===== src/rtl/wb_pipe_interface.sv =====
`default_nettype none
// ============================================================================
// Module   : wb_pipe_interface
// Brief    : Pipelined Wishbone slave bridging to a fixed-latency 32-bit memory.
// Revision : 1.0 - initial release
// ============================================================================
module wb_pipe_interface #(
  parameter int ADDR_WIDTH      = 8,
  parameter int READ_LATENCY    = 1,
  parameter int MAX_OUTSTANDING = READ_LATENCY
) (
  input  logic                  clk_i,
  input  logic                  rst_i,
  input  logic [31:0]           wb_adr_i,
  input  logic [31:0]           wb_dat_i,
  output logic [31:0]           wb_dat_o,
  input  logic                  wb_we_i,
  input  logic [3:0]            wb_sel_i,
  input  logic                  wb_stb_i,
  input  logic                  wb_cyc_i,
  output logic                  wb_ack_o,
  output logic                  wb_err_o,
  output logic                  wb_stall_o,
  output logic [ADDR_WIDTH-1:0] addr_o,
  output logic                  read_o,
  input  logic [31:0]           read_data_i,
  output logic                  write_o,
  output logic [31:0]           write_data_o,
  output logic [3:0]            write_sel_o
);

  localparam int                 c_CNT_W = $clog2(MAX_OUTSTANDING + 1);
  localparam logic [c_CNT_W-1:0] c_MAX   = c_CNT_W'(MAX_OUTSTANDING);

  // One bit per in-flight slot; the last slot drives the response directly.
  logic [READ_LATENCY-1:0] r_ack_pipe;
  logic [READ_LATENCY-1:0] r_err_pipe;
  logic [READ_LATENCY-1:0] r_rd_pipe;
  logic [c_CNT_W-1:0]      r_count;

  logic w_in_range;
  logic w_accept;
  logic w_resp;
  logic w_unused;

  assign w_in_range = (wb_adr_i >> (ADDR_WIDTH + 2)) == 32'd0;
  assign w_resp     = r_ack_pipe[READ_LATENCY-1] | r_err_pipe[READ_LATENCY-1];

  // Stall is forced during reset so nothing is accepted while rst_i is low.
  assign wb_stall_o = !rst_i || ((r_count == c_MAX) && !w_resp);
  assign w_accept   = wb_cyc_i && wb_stb_i && !wb_stall_o;

  assign addr_o       = wb_adr_i[ADDR_WIDTH+1:2];
  assign write_data_o = wb_dat_i;
  assign write_sel_o  = wb_sel_i;
  assign read_o       = w_accept && w_in_range && !wb_we_i;
  assign write_o      = w_accept && w_in_range && wb_we_i;

  assign wb_ack_o = r_ack_pipe[READ_LATENCY-1];
  assign wb_err_o = r_err_pipe[READ_LATENCY-1];
  assign wb_dat_o = r_rd_pipe[READ_LATENCY-1] ? read_data_i : 32'd0;

  assign w_unused = ^wb_adr_i[1:0];

  always_ff @(posedge clk_i) begin
    if (!rst_i || !wb_cyc_i) begin
      r_ack_pipe <= '0;
      r_err_pipe <= '0;
      r_rd_pipe  <= '0;
      r_count    <= '0;
    end else begin
      r_ack_pipe <= (r_ack_pipe << 1) | READ_LATENCY'(w_accept && w_in_range);
      r_err_pipe <= (r_err_pipe << 1) | READ_LATENCY'(w_accept && !w_in_range);
      r_rd_pipe  <= (r_rd_pipe << 1)  | READ_LATENCY'(w_accept && w_in_range && !wb_we_i);
      case ({w_accept, w_resp})
        2'b10:   r_count <= r_count + 1'b1;
        2'b01:   r_count <= r_count - 1'b1;
        default: r_count <= r_count;
      endcase
    end
  end

endmodule
`default_nettype wire

===== config.mk =====
export PLATFORM = sky130hd
export DESIGN_NAME = wb_pipe_interface
export DESIGN_NICKNAME = d
export VERILOG_FILES = /design/src/rtl/wb_pipe_interface.sv
export SDC_FILE = /design/constraint.sdc
export NUM_CORES = 1
export LEC_CHECK = 0
export CAP_MARGIN = 10
export CORE_ASPECT_RATIO = 0.9
export CORE_MARGIN = 3
export CORE_UTILIZATION = 19
export DETAILED_ROUTE_END_ITERATION = 10
export GPL_ROUTABILITY_DRIVEN = 1
export GPL_TIMING_DRIVEN = 0
export HOLD_SLACK_MARGIN = 0.06
export PLACE_DENSITY = 0.89
export SLEW_MARGIN = 25
export SYNTH_ARGS = -nofsm -noshare
export SYNTH_HDL_FRONTEND = slang
export SYNTH_SLANG_ARGS = --single-unit

===== constraint.sdc =====
create_clock -name clk_i -period 2.1 [get_ports clk_i]
set_input_delay 0.42 -clock clk_i [delete_from_list [all_inputs] [get_ports clk_i]]
set_output_delay 0.42 -clock clk_i [all_outputs]
set_load 0.02 [all_outputs]

# After elaboration in Yosys (flattened, before gate mapping)
# Cells that the tools add are included.
# totals
latchBits,0
register_bits,4
memories,0
rom_bits,0
elab_cells,28
ram_bits,0
# op_classes
div,0
shift,0
order_cmp,0
n_eq_ne,2
n_reduce_logical,17
bitwise,1
n_mux,2
n_addsub,2
mul,0
# op_table
operator,n
logical NOT 32 bit,1
two-way mux 32 bit,1
logical AND 1 bit,7
logical NOT 1 bit,6
== test 2 x 1 -> 1 bit (second input constant),1
== test 2 bit (second input constant),1
logical OR 1 bit,2
case mux 1 bit (2 select lines),1
nonzero test 2 bit,1
adder 1 bit (second input constant),1
OR 1 bit,1
subtractor 1 bit (second input constant),1

# Logic depth before layout (Yosys ltp)
# Gate-level depths: netlist of the first run.
# logic_depth
depth_word,8
mapped_depth,3
depth_no_buf,3

# Worst setup path after synthesis of the first run
# No wires, ideal clock.
# synth_timing
path_type,input port to output port
from,input port wb_adr_i[12]
to,output port read_o
t_arrival_ps,1608
path_buffers,0
slack_ps,72
cell_stages,3
cell_sequence,nor4_2 -> nand4_2 -> nor4_1
# synth_via
elab_chain_cells,3
# synth_rtl
element,line,text
from (decl),14,"input logic [31:0] wb_adr_i,"
logical NOT 32 bit,46,assign w_in_range = (wb_adr_i >> (ADDR_WIDTH + 2)) == 32'd0;
logical AND 1 bit (2 in a row),56,assign read_o = w_accept && w_in_range && !wb_we_i;
to (decl),25,"output logic read_o,"
# Every way passes these cells.

# Final worst setup path of the first run
# layout_timing
from,input port wb_adr_i[11]
to,output port read_o
# Same word-level chain as after synthesis.

==> metrics.md, run 1 <==
| Metric | Value |
|---|---|
| Status | `finished clean` |
| Final net count | `356` |
| Antenna violations before repair | `0` |
| Actual slew at the worst max-slew pin | `0.244 ns` |
| Final setup fails | `0` |
| Detailed Route Iter0 Violations | `21` |
| GPL Wtd Cong | `0.773` |
| FILL cells | `377` |
| Worst skew pair latency | `0.21 ns` |
| Setup tns final | `0 ns` |
| Fin cells | `295` |
| Core area | `3860 sq um` |
| Maximum clock frequency | `492 MHz` |
| Drt drc | `0` |
| I/O Buffers | `139` |
| Setup ws final | `0.0689 ns` |
| Vias post-DR | `1154` |
| Cell taking the most area after synthesis | `buf_4` |
| Drt total wl | `3990 um` |
| Pre-CTS setup slack | `-0.662 ns` |
| Num CTS Buffers | `3` |
| Post-DRT Antenna Nets | `0` |
| Die W | `74.2 um` |
| Synthesized area | `796 sq um` |
| # Max-Cap Violations | `0` |
| Diode count | `0` |
| Power Density | `244 nW/um^2` |
| CTS tree | `yes` |
| Dpl cells | `289` |
| Final slew viol count | `0` |
| Max VDD drop | `0.134 mV` |
| Avg Vias per Cell | `3.91` |
| Fin crit period | `2.03 ns` |
| P_leak | `0.000994 uW` |
| CTS sink count | `4` |
| Hold_ws | `0.550 ns` |
| R2r worst-path depth | `4` |
| Top cell type's share of synthesized area | `41.5%` |
| CP arrival | `1.61 ns` |
| Clk slew on worst S/H paths | `0.03 ns` |
| Critical path capture point type | `primary output` |
| Crit start category | `input pin` |
| # rows | `21` |
| Largest cells by area after synthesis | `buf_4 (42%), and2_1 (25%), dfxtp_1 (10%)` |
| Hold Path Cell Cnt | `1` |
| Hold Path Class | `reg2reg` |
| Clock Skew | `0.00239 ns` |
| Vias in the first global route | `1108` |
| Register bit total from synthesis | `4` |
| TritonRoute pass-1 iters | `4` |
| Starting Density | `20.6%` |
| GRT overflow | `0` |
| Mapped Cells | `104` |
| Synth Net Count | `209` |
| # H-tree levels | `1` |
| # IOs | `186` |
| Maximum clock path buffer count | `2` |
| Layout cells sized above 1 | `25.7%` |
| Setup CP Type | `in2out` |
| Largest net degree at the start of global routing | `11` |
| First-pass GRT wire length | `5300 um` |
| Seq/Total Area, Yosys | `10.1%` |
| Critical Path RT | `1.68 ns` |
| RSZ-0062 raised after global routing | `yes` |
| Die Ht | `67.4 um` |
| Die area | `5000 sq um` |
| Clk root buf | `clkbuf_8` |
| Number of distinct library cells after synthesis | `18` |
| Layout area overhead | `190%` |
| Ys Warns | `0` |
| Syn avg cell area | `7.65 sq um` |
| Hold Fails Final Rpt | `0` |
| Peak fanout along the critical path | `3` |
| Wire length per cell | `13.5 um` |
| Final period util | `96.7%` |
| Gr usage total | `13.7%` |
| Relative slew slack | `83.6%` |
==> what timing repair did <==
item / in CTS / in global routing
buffers inserted: 2 / 1
endpoints found under the setup margin: 12 / 23
gates resized for setup: 31 / 9
pin swaps: 8 / 4
hold buffers: 0 / 0
gates cloned: 0 / 0
==> flip-flops by register name, indices dropped and copies added, names as in the netlist <==
signal / count
r_count: 1
r_rd_pipe: 1
wb_ack_o: 1
wb_err_o: 1
==> placed cells by master (no fill, tap or decap), types with 3 or more instances in the layout <==
| cell type | instances |
|---|---|
| nor4_2 | 4 |
| dlygate4sd2_1 | 19 |
| dfxtp_1 | 4 |
| buf_4 | 49 |
| clkbuf_2 | 3 |
| clkbuf_8 | 3 |
| clkdlybuf4s50_1 | 117 |
| and2_1 | 32 |
==> critical path, cell delays in order <==
cell           delay, ns
dlygate4sd2_1       0.25
nor4_4              0.29
nand4_2             0.17
nor4_2              0.29
buf_4               0.19
==> cells in the mapped netlist <==
| cell | n |
|---|---|
| clkbuf_1 | 3 |
| nand4_2 | 1 |
| or3b_2 | 1 |
| o2111a_1 | 1 |
| inv_1 | 1 |
| nor4_1 | 4 |
| nand4_1 | 1 |
| dfxtp_1 | 4 |
| and2_1 | 32 |
| nor3_1 | 1 |
| nor4_2 | 3 |
| o21ba_2 | 1 |
| buf_4 | 44 |
| or3b_1 | 1 |
| nor4_4 | 1 |
| nand2_1 | 2 |
| xnor2_1 | 1 |
| nor2_1 | 2 |
==> worst paths after layout <==
check | from | end | slack (ns)
hold reg to reg | r_count$_SDFFE_PP0P_ | r_count$_SDFFE_PP0P_ | 0.55
hold / removal | r_count$_SDFFE_PP0P_ | r_count$_SDFFE_PP0P_ | 0.55
setup reg to reg | wb_err_o$_SDFF_PP0_ | wb_err_o$_SDFF_PP0_ | 0.87
setup / recovery | wb_adr_i[11] | read_o | 0.07
==> metal layers <==
| layer | track usage (%) | vias up | wire length (um) |
|---|---|---|---|
| met3 | 3.27 | 4 | 431 |
| met2 | 26.8 | 76 | 2240 |
| met1 | 14.2 | 491 | 1270 |
| li1 | - | 583 | - |
| met4 | 4.44 | 0 | 42 |
| met5 | 0 | - | 0 |
==> power by group <==
part           leakage [uW]  internal [uW]  switching, uW
combinational      0.000940            215            113
sequential        0.0000325           78.6           1.22
clock             0.0000216            122           33.7
total              0.000994            416            148
==> final cells by class <==
type,instances,area (sq um),area share (%)
multi-input combinational,52,392,17.0
timing repair buffer,142,1390,60.1
sequential,4,80.1,3.47
clock buffer,3,41.3,1.79
inverter,1,3.75,0.163
tap,46,57.6,2.49
buffer,47,345,15.0
==> through the flow <==
stage / total power, uW / utilization (%) / cell area (sq um)
final: 564 / 59.7 / 2310
after global routing: 591 / 59.7 / 2310
after detailed placement: 421 / 58.1 / 2240
after global placement: 416 / 58.1 / 2240
after CTS: 567 / 58.9 / 2270
after floorplan: 217 / - / 796
==> logic make-up (layout without fill, tap and decap cells) <==
family | after synthesis | count (layout) | synth area share, %
buffers and inverters | 48 | 193 | 43.4
DFF | 4 | 4 | 10.1
AOI/OAI and AO/OA | 2 | 2 | 2.67
and+or+nand+nor | 49 | 49 | 42.8
xor gates and xnor gates | 1 | 1 | 1.10
Note: power is estimated with default switching activity, not from simulation.
==> run 2: changes to the inputs <==
--- a/config.mk
+++ b/config.mk
@@ -8,12 +8,12 @@
 export CAP_MARGIN = 10
 export CORE_ASPECT_RATIO = 0.9
 export CORE_MARGIN = 3
-export CORE_UTILIZATION = 19
+export CORE_UTILIZATION = 17
 export DETAILED_ROUTE_END_ITERATION = 10
 export GPL_ROUTABILITY_DRIVEN = 1
 export GPL_TIMING_DRIVEN = 0
 export HOLD_SLACK_MARGIN = 0.06
-export PLACE_DENSITY = 0.89
+export PLACE_DENSITY = 0.81
 export SLEW_MARGIN = 25
 export SYNTH_ARGS = -nofsm -noshare
 export SYNTH_HDL_FRONTEND = slang
==> constraint.sdc (replaced) <==
create_clock -name clk_i -period 1.88 [get_ports clk_i]
set_input_delay 0.376 -clock clk_i [delete_from_list [all_inputs] [get_ports clk_i]]
set_output_delay 0.376 -clock clk_i [all_outputs]
set_load 0.02 [all_outputs]
==> run 2 against run 1 <==
Net effect: flip-flop and latch count is the same; critical path depth is the same; non-clock buffer count grew 5; via count grew 2.9%; sequential power grew 12%; combinational power grew 11%; first-iteration DRC count shrank 48%; sequential share of layout area is essentially flat; clock skew shrank 0.0013 ns; critical path type unchanged; largest cell class unchanged; highest routed layer unchanged.
==> metrics.md, run 2 (same netlist as run 1, synthesis figures left out) <==
| Metric | Value |
|---|---|
| Wire length per cell | `12.3 um` |
| FILL cells | `422` |
| Most frequent cells in the layout | `clkdlybuf4s50_1 (81), buf_4 (52), dlygate4sd2_1 (38), and2_1 (32), buf_2 (9)` |
| Critical Path RT | `1.50 ns` |
| Slowest cell on crit path | `clkdlybuf4s50_1` |
| DP HPWL | `3430 um` |
| Num CTS Buffers | `3` |
| Peak fanout along the critical path | `3` |
| Maximum clock path buffer count | `2` |
| Status | `finished clean` |
| Vias post-DR | `1187` |
| Layout cells sized above 1 | `30.3%` |
| Max VDD drop | `0.161 mV` |
| R2r worst-path depth | `4` |
| Buf/Inv on CP | `2` |
| Detailed Route Iter0 Violations | `11` |
| Die Ht | `70.9 um` |
| Hold Path Class | `in2reg` |
| Largest net degree at the start of global routing | `11` |
| Dpl cells | `303` |
| Crit start category | `input pin` |
| TritonRoute pass-1 iters | `4` |
| Final net count | `361` |
| Most common cell after layout, fill and taps aside | `clkdlybuf4s50_1` |
| Fin cells | `314` |
| Post-route cell area | `2280 sq um` |
| CP cell instances | `clkdlybuf4s50_1 > nor2_1 > nand2_1 > nor4_1 > buf_2` |
| Die W | `78.1 um` |
| CP delay by family, top | `buffers and inverters` |
| Diode count | `0` |
| Core area | `4290 sq um` |
| Drt drc | `0` |
| Crit. path cell count | `5` |
| Layout area overhead | `187%` |
| Power Density | `278 nW/um^2` |
| CTS tree | `yes` |
| I/O Buffers | `139` |
| P_leak | `0.00118 uW` |
| # IOs | `186` |
| Starting Density | `18.5%` |
| Placed cell area | `2260 sq um` |
| Avg Vias per Cell | `3.78` |
| # Max-Cap Violations | `0` |
| First-pass GRT wire length | `5960 um` |
| CP max stage delay | `0.40 ns` |
| Final setup fails | `0` |
| Clock Skew | `0.00114 ns` |
| Area of the multi-input gates | `388 sq um` |
| Clk slew on worst S/H paths | `0.03 ns` |
| Gr usage total | `13.3%` |
| GPL Wtd Cong | `0.677` |
| Final period util | `96.7%` |
| # H-tree levels | `1` |
| Worst skew pair latency | `0.22 ns` |
| CTS sink count | `4` |
| Actual slew at the worst max-slew pin | `0.247 ns` |
| # rows | `22` |
| Post-DRT Antenna Nets | `0` |
| Hold Path Cell Cnt | `2` |
| Relative slew slack | `83.5%` |
| Fin crit period | `1.82 ns` |
| RSZ-0062 raised after global routing | `no` |
| CP arrival | `1.44 ns` |
| Critical path capture point type | `primary output` |
| Vias in the first global route | `1197` |
| Antenna violations before repair | `0` |
| Maximum clock frequency | `550 MHz` |
| Setup CP Type | `in2out` |
| Clk root buf | `clkbuf_8` |
| Die area | `5540 sq um` |
| Final slew viol count | `0` |
| GRT overflow | `0` |
| Drt total wl | `3850 um` |
| Hold Fails Final Rpt | `0` |
| Reg area | `80.1 sq um` |
run 2: changes by cell type in the layout (fill, tap and decap cells not counted):
cell             previous run  this run
clkdlybuf4s50_1           117        81
dlygate4sd2_1              19        38
buf_2                       0         9
clkdlybuf4s15_1             0         5
buf_4                      49        52
clkbuf_2                    3         6
nor4_2                      4         1
dlymetal6s2s_1              1         3
nor4_1                      2         4
nor4_4                      2         3
run 2: through the flow:
step	power (uW)	setup TNS [ns]	setup slack [ns]	utilization [%]	hold slack, ns
finish	634	0	0.0629	53.2	0.480
global route	669	0	0.00313	53.2	0.477
CTS	645	0	0.00000289	53.3	0.571
detailed placement	471	-2.79	-0.791	52.7	0.563
global placement	464	-2.59	-0.805	52.7	0.544
floorplan	243	-0.119	-0.0597	-	0.455
run 2: worst register-to-register path: stages, from the launching register on:
cell     delay (ns)
dfxtp_1        0.33
or3b_1         0.37
nand4_1        0.16
buf_4          0.14
o21ba_2        0.14
run 2: what timing repair did:
item | CTS | global route
cloned | 0 | 0
hold buffers | 0 | 0
resized for setup | 93 | 10
pin swaps | 10 | 8
setup endpoints to repair | 35 | 2
buffers inserted | 7 | 1
run 2: final cells by class:
class | count | share of cell area [%]
Inverter | 1 | 0.164
Buffer | 47 | 15.1
Sequential cell | 4 | 3.50
Timing Repair Buffer | 147 | 59.1
Clock buffer | 3 | 1.81
Tap cell | 60 | 3.29
Multi-Input combinational cell | 52 | 17.0
run 2: path summary, 6_finish.rpt:
check,from,to,slack [ns]
max,wb_adr_i[18],read_o,0.06
min,wb_cyc_i,r_count$_SDFFE_PP0P_,0.48
max reg2reg,r_count$_SDFFE_PP0P_,wb_err_o$_SDFF_PP0_,0.61
min reg2reg,r_count$_SDFFE_PP0P_,r_count$_SDFFE_PP0P_,0.57
run 2: metal layers:
metal | track usage, % | up-vias | part of all wire, %
li1 | - | 594 | -
met1 | 12.9 | 501 | 31
met2 | 25.6 | 88 | 55
met3 | 4.83 | 4 | 13
met4 | 4.66 | 0 | 0.91
met5 | 0 | - | 0
run 2: report_power, final:
group          internal (uW)  total, uW  switching, uW
clock                    136        179           42.5
sequential              87.7       89.1           1.41
combinational            238        366            128
total                    462        634            172
